$ cat src/rtl/operand_fetch.sv
// Operand fetch stage: reads two register-file operands, forwarding in-flight write-backs.
// Result appears two edges after accept and tracks write-backs while held for the consumer.
module operand_fetch #(
  parameter int XLEN = 32
) (
  input  logic            clk,
  input  logic            rst_n,
  input  logic            in_valid,
  output logic            in_ready,
  input  logic [4:0]      in_rs1,
  input  logic [4:0]      in_rs2,
  input  logic [4:0]      in_rd,
  input  logic [XLEN-1:0] in_tag,
  output logic            rf_en,
  output logic [4:0]      rf_rs1,
  output logic [4:0]      rf_rs2,
  input  logic [XLEN-1:0] rf_data1,
  input  logic [XLEN-1:0] rf_data2,
  input  logic            wb_valid,
  input  logic [4:0]      wb_rd,
  input  logic [XLEN-1:0] wb_data,
  input  logic            flush,
  output logic            out_valid,
  input  logic            out_ready,
  output logic [XLEN-1:0] out_op1,
  output logic [XLEN-1:0] out_op2,
  output logic [XLEN-1:0] out_tag,
  output logic [4:0]      out_rd
);

  typedef enum logic [1:0] {IDLE, READ, HOLD} state_t;

  state_t          state, state_nxt;
  logic            accept;
  logic [4:0]      rs1_q, rs2_q;
  logic            fwd1_vld, fwd2_vld;
  logic [XLEN-1:0] fwd1_dat, fwd2_dat;
  logic            hit1, hit2, hit_in1, hit_in2;
  logic [XLEN-1:0] sel1, sel2;

  assign rf_rs1 = in_rs1;
  assign rf_rs2 = in_rs2;
  assign rf_en  = accept | wb_valid;

  assign hit1    = wb_valid && (wb_rd == rs1_q)  && (rs1_q  != 5'd0);
  assign hit2    = wb_valid && (wb_rd == rs2_q)  && (rs2_q  != 5'd0);
  assign hit_in1 = wb_valid && (wb_rd == in_rs1) && (in_rs1 != 5'd0);
  assign hit_in2 = wb_valid && (wb_rd == in_rs2) && (in_rs2 != 5'd0);

  always_ff @(posedge clk or negedge rst_n) begin
    if (!rst_n) state <= IDLE;
    else        state <= state_nxt;
  end

  always_comb begin
    state_nxt = state;
    in_ready  = 1'b0;
    accept    = 1'b0;
    unique case (state)
      IDLE:    in_ready = 1'b1;
      READ:    state_nxt = HOLD;
      HOLD:    in_ready = out_ready;
      default: state_nxt = IDLE;
    endcase
    if (flush) in_ready = 1'b0;
    accept = in_valid & in_ready;
    if (state == IDLE && accept) state_nxt = READ;
    if (state == HOLD && out_ready) state_nxt = accept ? READ : IDLE;
    if (flush) state_nxt = IDLE;
  end

  // Same-cycle write-back beats a recorded forward, which beats the (stale) RF data.
  always_comb begin
    sel1 = rf_data1;
    sel2 = rf_data2;
    if (rs1_q == 5'd0)  sel1 = '0;
    else if (hit1)      sel1 = wb_data;
    else if (fwd1_vld)  sel1 = fwd1_dat;
    if (rs2_q == 5'd0)  sel2 = '0;
    else if (hit2)      sel2 = wb_data;
    else if (fwd2_vld)  sel2 = fwd2_dat;
  end

  always_ff @(posedge clk or negedge rst_n) begin
    if (!rst_n) begin
      out_valid <= 1'b0;
      out_op1   <= '0;
      out_op2   <= '0;
      out_tag   <= '0;
      out_rd    <= '0;
      rs1_q     <= '0;
      rs2_q     <= '0;
      fwd1_vld  <= 1'b0;
      fwd2_vld  <= 1'b0;
      fwd1_dat  <= '0;
      fwd2_dat  <= '0;
    end else if (flush) begin
      out_valid <= 1'b0;
      fwd1_vld  <= 1'b0;
      fwd2_vld  <= 1'b0;
    end else begin
      if (state == READ) begin
        out_op1   <= sel1;
        out_op2   <= sel2;
        out_valid <= 1'b1;
      end
      if (state == HOLD) begin
        if (hit1) out_op1 <= wb_data;
        if (hit2) out_op2 <= wb_data;
        if (out_ready) out_valid <= 1'b0;
      end
      if (accept) begin
        rs1_q    <= in_rs1;
        rs2_q    <= in_rs2;
        out_rd   <= in_rd;
        out_tag  <= in_tag;
        fwd1_vld <= hit_in1;
        fwd2_vld <= hit_in2;
        fwd1_dat <= wb_data;
        fwd2_dat <= wb_data;
      end
    end
  end

endmodule

$ cat config.mk
export PLATFORM = sky130hd
export DESIGN_NAME = operand_fetch
export DESIGN_NICKNAME = d
export VERILOG_FILES = /design/src/rtl/operand_fetch.sv
export SDC_FILE = /design/constraint.sdc
export NUM_CORES = 1
export LEC_CHECK = 0
export CAP_MARGIN = 20
export CORE_UTILIZATION = 45
export CTS_CLUSTER_DIAMETER = 200
export DETAILED_ROUTE_END_ITERATION = 8
export PLACE_DENSITY = 0.81
export SYNTH_ARGS = -nofsm -noshare
export SYNTH_HDL_FRONTEND = slang
export SYNTH_SLANG_ARGS = --single-unit
$ cat constraint.sdc
create_clock -name clk -period 2.8 [get_ports clk]
set_input_delay 0.56 -clock clk [delete_from_list [all_inputs] [get_ports clk]]
set_output_delay 0.56 -clock clk [all_outputs]
set_load 0.02 [all_outputs]
==> results of run 1 <==
[critical path, cell delays in order]
cell and delay [ns]:
clkdlybuf4s50_1 0.50, nor3_1 0.30, buf_4 0.17, clkdlybuf4s50_1 0.61
[area by class of cell]
class	count	area, um^2
clock buffer	17	425.4
clock inverter	15	195.2
fill	1181	5146
inverter	34	127.6
multi-input combinational	433	3293
sequential	148	3706
tap	216	270.3
timing repair buffer	288	2894
[flip-flops by register name (all words and copies together) (netlist names)]
name / cells
state: 2
rs1_q: 5
rs2_q: 5
out_rd: 5
out_op1: 32
fwd1_vld: 1
out_op2: 32
fwd2_vld: 1
out_tag: 32
out_valid: 1
fwd2_dat: 32
[per-layer routing]
metal	GRT usage	vias to the layer above	part of all wire
met5	0	-	0
met1	0.3468	3197	0.41
met4	0.1001	0	0.021
li1	-	2975	-
met2	0.4768	368	0.49
met3	0.06922	37	0.086
[Yosys cell counts]
library cell / instances / area share
nand2b_1: 4 / 0.0033
nand2_1: 42 / 0.021
o21ai_1: 1 / 0.00067
nor2_1: 69 / 0.035
or2_1: 1 / 0.00084
a2111o_1: 2 / 0.0030
o21ai_0: 32 / 0.021
mux2i_1: 64 / 0.086
o41a_1: 2 / 0.0030
o41ai_1: 2 / 0.0023
inv_1: 34 / 0.017
clkbuf_1: 38 / 0.019
nor2b_1: 2 / 0.0017
nand4_4: 1 / 0.0028
o211ai_2: 2 / 0.0033
xor2_1: 1 / 0.0012
xnor2_1: 14 / 0.016
nand3_1: 2 / 0.0013
a21oi_1: 4 / 0.0027
nor4_1: 64 / 0.054
o21ai_2: 1 / 0.0012
buf_6: 6 / 0.0090
dfrtp_1: 148 / 0.50
mux2_2: 47 / 0.071
xnor2_2: 3 / 0.0065
or4_1: 1 / 0.0010
or2_2: 1 / 0.00084
nor3b_1: 1 / 0.0010
nand3b_1: 1 / 0.0010
xnor2_4: 1 / 0.0037
nand4_2: 1 / 0.0017
buf_1: 4 / 0.0020
buf_2: 17 / 0.011
or4_4: 1 / 0.0015
nor3_1: 2 / 0.0013
buf_4: 10 / 0.010
a221o_1: 64 / 0.086
[final timing paths]
check | startpoint | to | slack, ns | cells past startpoint
worst min-delay path | rst_n | out_op1[17] | 0.13 | 1
worst max-delay path | flush | in_ready | 0.1 | 4
worst max register to register | rs1_q[2] | out_op1[3] | 0.28 | 4
min in group clk | out_tag[18] | out_tag[18] | 0.50 | 1
worst min register to register | out_tag[18] | out_tag[18] | 0.50 | 1
max in group asynchronous | rst_n | out_tag[7] | 1.89 | 2
[power groups by stage]
stage | registers (mW) | logic, mW | clock network, mW
2_1_floorplan | 3.29 | 0.741 | 0
3_3_place_gp | 2.94 | 2.30 | 0
3_5_place_dp | 2.94 | 2.34 | 0
4_1_cts | 2.91 | 2.35 | 2.46
5_1_grt | 2.97 | 2.49 | 2.54
6_report | 2.92 | 2.34 | 2.43
[cell families (layout without fill, tap and decap cells)]
group,count (synthesis),in the layout,share of synthesized area
buffers and inverters,109,354,0.06866
AO/OA/AOI/OAI,110,110,0.1234
AND/OR/NAND/NOR,193,193,0.1278
XOR/XNOR,19,19,0.02780
flip-flops,148,148,0.4957
multiplexers,111,111,0.1566
[metrics by stage]
| stage | std cells | util |
|---|---|---|
| after floorplan | 690 | - |
| after global placement | 1119 | 0.6409 |
| after detailed placement | 1119 | 0.6409 |
| after CTS | 1151 | 0.6795 |
| after global routing | 1151 | 0.6795 |
| final | 1151 | 0.6795 |
==> summary.txt, run 1 <==
Status: finished clean
Placed cell area: 0.01029 mm^2
Mapped cell area: 0.007471 mm^2
Least-Margin Pin Slew: 1.022 ns
Peak supply drop: 446.8 uV
Vias in the first global route: 6858
I/O Pins: 268
CP startpoint kind: input pin
Design area: 0.01091 mm^2
Total CTS buffers: 17
Combinational share of power: 0.304
Input/output buffers: 267
Total grt overflow: 0
Max_cap viols: 0
Ys Warns: 0
Starting density of the core: 0.4652
RSZ-0062 raised after global routing: no
Post-route setup TNS: 0 ns
DR pass1 iterations: 5
Vert. Die Dim: 130.9 um
DRT Wirelength: 23.24 mm
Routed len/inst: 20.19 um
Layout cell share with drive strength beyond 1: 0.1251
Most frequent cells in the layout: clkdlybuf4s50_1 (266), dfrtp_1 (146), nor2_1 (69)
Net load switching power: 2.458 mW
Root buf cell: clkbuf_16
Maximum fanout along the worst path: 6
Clock power frac: 0.316
Peak Freq: 370.1 MHz
Largest net degree at the start of global routing: 67
Max Buffers Root-to-Sink: 2
# nets final: 1076
P_int: 5.228 mW
Post-CTS Setup Inserts: 0
Clk_lat worst skew: 0.42 ns
# rows: 46
Area delta synth->final: 46.06%
Sequential power share: 0.379
Initial antenna violation count: 0
Cts hold-fix bufs: 0
Die W: 130.9 um
Core area: 0.01606 mm^2
Slew HR: 0.3151
Drt via density: 5.714
First-pass GRT wire length: 36.41 mm
Dpl hpwl: 15.66 mm
Overall routing resource usage: 0.2806
H-tree depth: 4
Critical Path Sink Type: output port
Fin crit share: 0.9650
Seq/Total Area, Yosys: 0.4957
Yosys reg bits: 148
Via count: 6577
Die area: 0.01712 mm^2
Mapped Cells: 690
Initial drt markers: 485
Clock sinks: 148
Final Skew: 0.01227 ns
Hold Slack: 0.1255 ns
Final hold vios: 0
Ant diodes: 0
Final slew viol count: 0
Net Count, Synth: 844
Fin worst setup slack: 0.09786 ns
Pleak: 4.382 nW
Total power: 7.686 mW
Most common cell after layout, fill and taps aside: clkdlybuf4s50_1
Pwr/cell area: 704.4 mW/mm^2
Crit path arrival time: 2.14 ns
Hold Crit Class: input pin to asynchronous set/reset pin
Required time of the critical path: 2.24 ns
GPL Wtd Cong: 0.8312
Mapped Avg Cell Area: 10.83 um^2
Tmin final: 2.702 ns
Final setup violation count: 0
Remaining antenna violation count: 0
CTS tree: built
Synth unique cells: 37
Clock transition at the registers of the reported paths: 0.07 ns
Drt drc: 0
Post-CTS Resized: 0
Switching Share: 0.3198
Crit Path Class: input pin to output port
Setup WS pre-CTS: -0.06489 ns
Note: power is estimated with default switching activity, not from simulation.
==> inputs of run 2 (changes only) <==
--- a/config.mk
+++ b/config.mk
@@ -10,6 +10,7 @@
 export CTS_CLUSTER_DIAMETER = 200
 export DETAILED_ROUTE_END_ITERATION = 8
 export PLACE_DENSITY = 0.81
+export SLEW_MARGIN = 0
 export SYNTH_ARGS = -nofsm -noshare
 export SYNTH_HDL_FRONTEND = slang
 export SYNTH_SLANG_ARGS = --single-unit
==> results of run 2 <==
No change in the layout: final DEF, timing and power equal those of run 1.
